**src/rtl/edge_event_monitor.sv**
```systemverilog
// Multi-channel edge/transition detector with per-channel event pulse, sticky flag
// and saturating event counter. Events come from comparing din against the previous sample.
module edge_event_monitor #(
  parameter int CH    = 4,
  parameter int WIDTH = 4,
  parameter int CNT_W = 8
) (
  input  logic                  clk,
  input  logic                  rst_n,
  input  logic                  en,
  input  logic [2*CH-1:0]       mode,
  input  logic [CH*WIDTH-1:0]   din,
  input  logic [CH-1:0]         clr,
  output logic [CH-1:0]         evt,
  output logic [CH-1:0]         sticky,
  output logic [CH*CNT_W-1:0]   cnt,
  output logic                  any_evt
);

  localparam logic [1:0]       MODE_RISE   = 2'b00;
  localparam logic [1:0]       MODE_FALL   = 2'b01;
  localparam logic [1:0]       MODE_CHANGE = 2'b10;
  localparam logic [CNT_W-1:0] CNT_MAX     = '1;

  logic [CH-1:0] det;

  for (genvar i = 0; i < CH; i++) begin : g_ch
    logic [WIDTH-1:0] cur;
    logic [WIDTH-1:0] smp;
    logic [1:0]       m;
    logic             hv;
    logic             hit;
    logic             evt_q;
    logic             sticky_q;
    logic [CNT_W-1:0] cnt_q;

    assign cur = din[i*WIDTH +: WIDTH];
    assign m   = mode[2*i +: 2];

    always_comb begin
      hit = 1'b0;
      case (m)
        MODE_RISE:   hit = ~smp[0] &  cur[0];
        MODE_FALL:   hit =  smp[0] & ~cur[0];
        MODE_CHANGE: hit = (cur != smp);
        default:     hit = 1'b0;
      endcase
    end

    // hv keeps the first sample after reset or after en rises from firing
    assign det[i] = en & hv & hit;

    always_ff @(posedge clk or negedge rst_n) begin
      if (!rst_n) begin
        smp      <= '0;
        hv       <= 1'b0;
        evt_q    <= 1'b0;
        sticky_q <= 1'b0;
        cnt_q    <= '0;
      end else begin
        if (en) begin
          smp <= cur;
          hv  <= 1'b1;
        end else begin
          hv  <= 1'b0;
        end
        evt_q <= det[i];
        // a detection on the clearing edge survives the clear
        if (clr[i]) begin
          sticky_q <= det[i];
          cnt_q    <= det[i] ? CNT_W'(1) : '0;
        end else if (det[i]) begin
          sticky_q <= 1'b1;
          if (cnt_q != CNT_MAX) cnt_q <= cnt_q + CNT_W'(1);
        end
      end
    end

    assign evt[i]                 = evt_q;
    assign sticky[i]              = sticky_q;
    assign cnt[i*CNT_W +: CNT_W]  = cnt_q;
  end

  always_ff @(posedge clk or negedge rst_n) begin
    if (!rst_n) any_evt <= 1'b0;
    else        any_evt <= |det;
  end

endmodule

```
**config.mk**
```make
export PLATFORM = sky130hd
export DESIGN_NAME = edge_event_monitor
export DESIGN_NICKNAME = d
export VERILOG_FILES = /design/src/rtl/edge_event_monitor.sv
export SDC_FILE = /design/constraint.sdc
export NUM_CORES = 1
export LEC_CHECK = 0
export ABC_AREA = 1
export CELL_PAD_IN_SITES_DETAIL_PLACEMENT = 0
export CELL_PAD_IN_SITES_GLOBAL_PLACEMENT = 1
export CORE_MARGIN = 3
export CORE_UTILIZATION = 45
export DETAILED_ROUTE_END_ITERATION = 7
export DONT_BUFFER_PORTS = 1
export PLACE_DENSITY = 0.88
export SLEW_MARGIN = 20
export SYNTH_ARGS = -nofsm -noshare
export SYNTH_HDL_FRONTEND = slang
export SYNTH_SLANG_ARGS = --single-unit
```
**constraint.sdc**
```tcl
create_clock -name clk -period 1.9 [get_ports clk]
set_clock_uncertainty 0.1 [all_clocks]
set_input_delay 0.19 -clock clk [delete_from_list [all_inputs] [get_ports clk]]
set_output_delay 0.19 -clock clk [all_outputs]
set_load 0.1 [all_outputs]
```
==> impl_results.md <==
* Io pins at 72
* Fin. Hold Viols at 0
* Initial DRC count at 103
* Fin crit share at 92.0%
* Peak supply drop at 379 uV
* Share of layout cells above drive strength 1 at 18.3%
* Most used cell, CP: nand2_1
* Area delta synth->final at 24.4%
* Initial Utilization at 47.0%
* Initial antenna violation count at 0
* GRT Residual Overflow at 0
* Max-slew headroom at 33.2%
* Result of the run: complete, no violations
* Part of the power in registers at 44.4%
* Synthesized area at 3470 um^2
* Post-synth top area share at 41.9%
* Clock Sinks at 58
* Worst path arrival time at 1870 ps
* Number of global-route vias before repair at 2977
* Power per cell area at 717 nW/um^2
* Bufs on Longest Clock Path at 2
* Mapped Cells at 484
* Crit-path max FO at 9
* Main area contributors after synthesis: dfrtp_1 42%, nand2_1 17%, inv_1 7.0%
* Leading area contributor after synthesis: dfrtp_1
* Crit Path Class: flip-flop to flip-flop
* Total GRT Usage at 19.0%
* FF-to-FF Start: g_ch[1].cnt_q[0]
* Switching Share at 33.0%
* Slowest stage cell, crit path: dfrtp_4
* CP Cell Sequence: ha_4 -> nand2_1 -> inv_2 -> nand2_1 -> nor2_2 -> nand4_1 -> nand3_4 -> nand2_2 -> nand2_1 -> nand2_1
* Wirelength, routed at 7.77 mm
* Routability cong. at 0.836
* CP required at 2020 ps
* Die area at 8790 um^2
* Die Ht at 93.8 um
* # setup viols final at 0
* DRC at 0
* CP peak stage delay at 460 ps
* Port bufs at 0
* Syn Nets at 527
* Cells on Worst Hold Path at 4
* Core Area at 7370 um^2
* Synth unique cells at 26
* Hold path endpoint: g_ch[3].cnt_q[0]
* Via density per instance at 4.80
* Antenna Nets Post-Route at 0
* Fmax at 572 MHz
* R2r setup slk at 150 ps
* Row Count at 31
* Routed length per instance at 12.1 um
* Max Slew Vio Count at 0
* Clock slew at reported path FFs at 60 ps
* Sequential-to-total area share from yosys stat at 41.9%
* Setup TNS at 0 ps
* Nets at 583
* Hold Crit Class: input pin to flip-flop
* Pleak at 2.26 nW
* TritonCTS buffer count at 9
* R2R depth at 10
* First-pass GRT wire length at 13.3 mm
* Final Cell Area at 4310 um^2
* Comb pwr share at 21.9%
* Place WS at 144 ps
* Post-CTS Setup Inserts at 0
* Critical Path Sink Type: flip-flop
* Syn_area_per_cell at 7.16 um^2
* Via count at 3090
* Tightest Pin Transition at 999 ps
* Initial DRT Pass Iterations at 4
* Reg2reg end: g_ch[1].cnt_q[6]
* Number of synthesized register bits at 58
* Clock Power Share at 33.7%
* RSZ-0062 raised after global routing: false
* Largest net degree at the start of global routing at 59
* Switching power total at 1.02 mW
* Warnings from Yosys at 0
* CTS tree: built
* Worst setup SP type: flip-flop
* Die width at 93.8 um
* Post-route setup slack at 153 ps
* CTS Root Buffer Type: clkbuf_8
* Max-Cap Viols at 0
* Final min period at 1750 ps
* H-Tree Depth at 3
* Skew-Pair Late Insertion Delay at 330 ps
* Total inserted antenna cells at 0
* Placed Area at 3860 um^2
* Internal power at 2.07 mW
* Hpwl dp at 5.30 mm
* HP Start: clr[3]
## cell type report
cell class | instances | area (um^2)
Clock buffer | 14 | 173
Sequential cell | 58 | 1500
Tap cell | 99 | 124
Clock inverter | 2 | 10.0
Timing Repair Buffer | 64 | 556
Inverter | 67 | 251
Multi-Input combinational cell | 340 | 1700
Fill cell | 679 | 3060
## layout by cell type, fill, tap and decap left out, types with 4 or more instances in the layout
master / netlist / final
a21oi_1: 8 / 8
buf_4: 8 / 41
clkbuf_8: 0 / 12
dfrtp_1: 58 / 36
dfrtp_2: 0 / 14
dfrtp_4: 0 / 8
dlygate4sd3_1: 0 / 22
ha_1: 12 / 10
inv_1: 65 / 65
nand2_1: 158 / 158
nand2_2: 5 / 5
nand3_1: 45 / 45
nand4_1: 8 / 8
nor2_1: 54 / 54
nor3_1: 5 / 5
nor3b_1: 7 / 7
o21ai_0: 18 / 18
xnor2_1: 4 / 4
## synthesized netlist by cell type
master and n:
nand2_2 5, ha_1 12, nor3_1 5, o21ai_0 18
nand4_1 8, dfrtp_1 58, clkbuf_1 7, nand3_2 4
nor3b_1 7, a21oi_1 8, xor2_1 3, buf_4 8
buf_1 1, nand3_4 1, nor2_1 54, buf_2 2
nand2_4 2, nor2_4 1, buf_6 1, inv_2 2
nand3_1 45, nor2_2 3, xnor2_1 4, inv_1 65
nand2_1 158, nor3_2 2
## state kept, by name (all words and copies together), names as in the netlist
| register | count |
|---|---|
| any_evt | 1 |
| g_ch.cnt_q | 32 |
| g_ch.evt_q | 4 |
| g_ch.hv | 1 |
| g_ch.smp | 16 |
| g_ch.sticky_q | 4 |
## metrics by stage
step	total power, mW	hold WS [ps]	utilization [%]	instances
final	3.09	50.4	58.5	644
after global routing	3.26	77.5	58.5	644
after CTS	3.13	36.1	58.2	644
after detailed placement	1.98	-204	52.4	605
after global placement	1.97	-203	52.4	605
after floorplan	1.90	-206	-	484
## layer usage
layer / vias to the layer above / global-route usage, % / share of wire, %
li1: 1611 / - / -
met1: 1401 / 24.6 / 46
met2: 70 / 30.5 / 48
met3: 8 / 4.73 / 5.5
met4: 0 / 7.58 / 1.2
met5: - / 0 / 0
## power by group through the flow
stage	combinational (mW)	clock (mW)	sequential, mW
finish	0.677	1.04	1.37
global route	0.742	1.14	1.38
CTS	0.677	1.08	1.37
detailed placement	0.590	0	1.40
global placement	0.583	0	1.39
floorplan	0.327	0	1.57
## worst max-delay path, delay by kind of cell, from the launching register on
| kind | cells | cell delay [ps] |
|---|---|---|
| buf+inv | 1 | 50 |
| flops | 1 | 460 |
| fa+ha+maj | 1 | 140 |
| simple gates | 8 | 900 |
## timing repair
action / 4_1_cts / 5_1_grt
setup endpoints to repair: 0 / 13
hold buffers: 23 / 0
gates resized for setup: 0 / 3
hold endpoints to repair: 103 / 0
## kinds of logic after synthesis
group	Yosys count	synth area share, %
buf+inv	86	10.5
fa+ha+maj	12	4.33
flops	58	41.9
compound gates	26	3.75
simple gates	295	37.8
xor+xnor	7	1.77
## how the worst max path moves through the flow
stage,startpoint,end,slack (ps),cells after the start
after global placement,g_ch[1].cnt_q[0],g_ch[1].cnt_q[5],160,10
after CTS,g_ch[0].cnt_q[0],g_ch[0].cnt_q[7],140,8
after detailed placement,g_ch[0].cnt_q[0],g_ch[0].cnt_q[7],140,8
after floorplan,g_ch[2].cnt_q[0],g_ch[2].cnt_q[5],20,10
final,g_ch[1].cnt_q[0],g_ch[1].cnt_q[6],150,10
after global routing,g_ch[1].cnt_q[0],g_ch[1].cnt_q[6],0.5,10
Power figures use the tool's default switching activity.
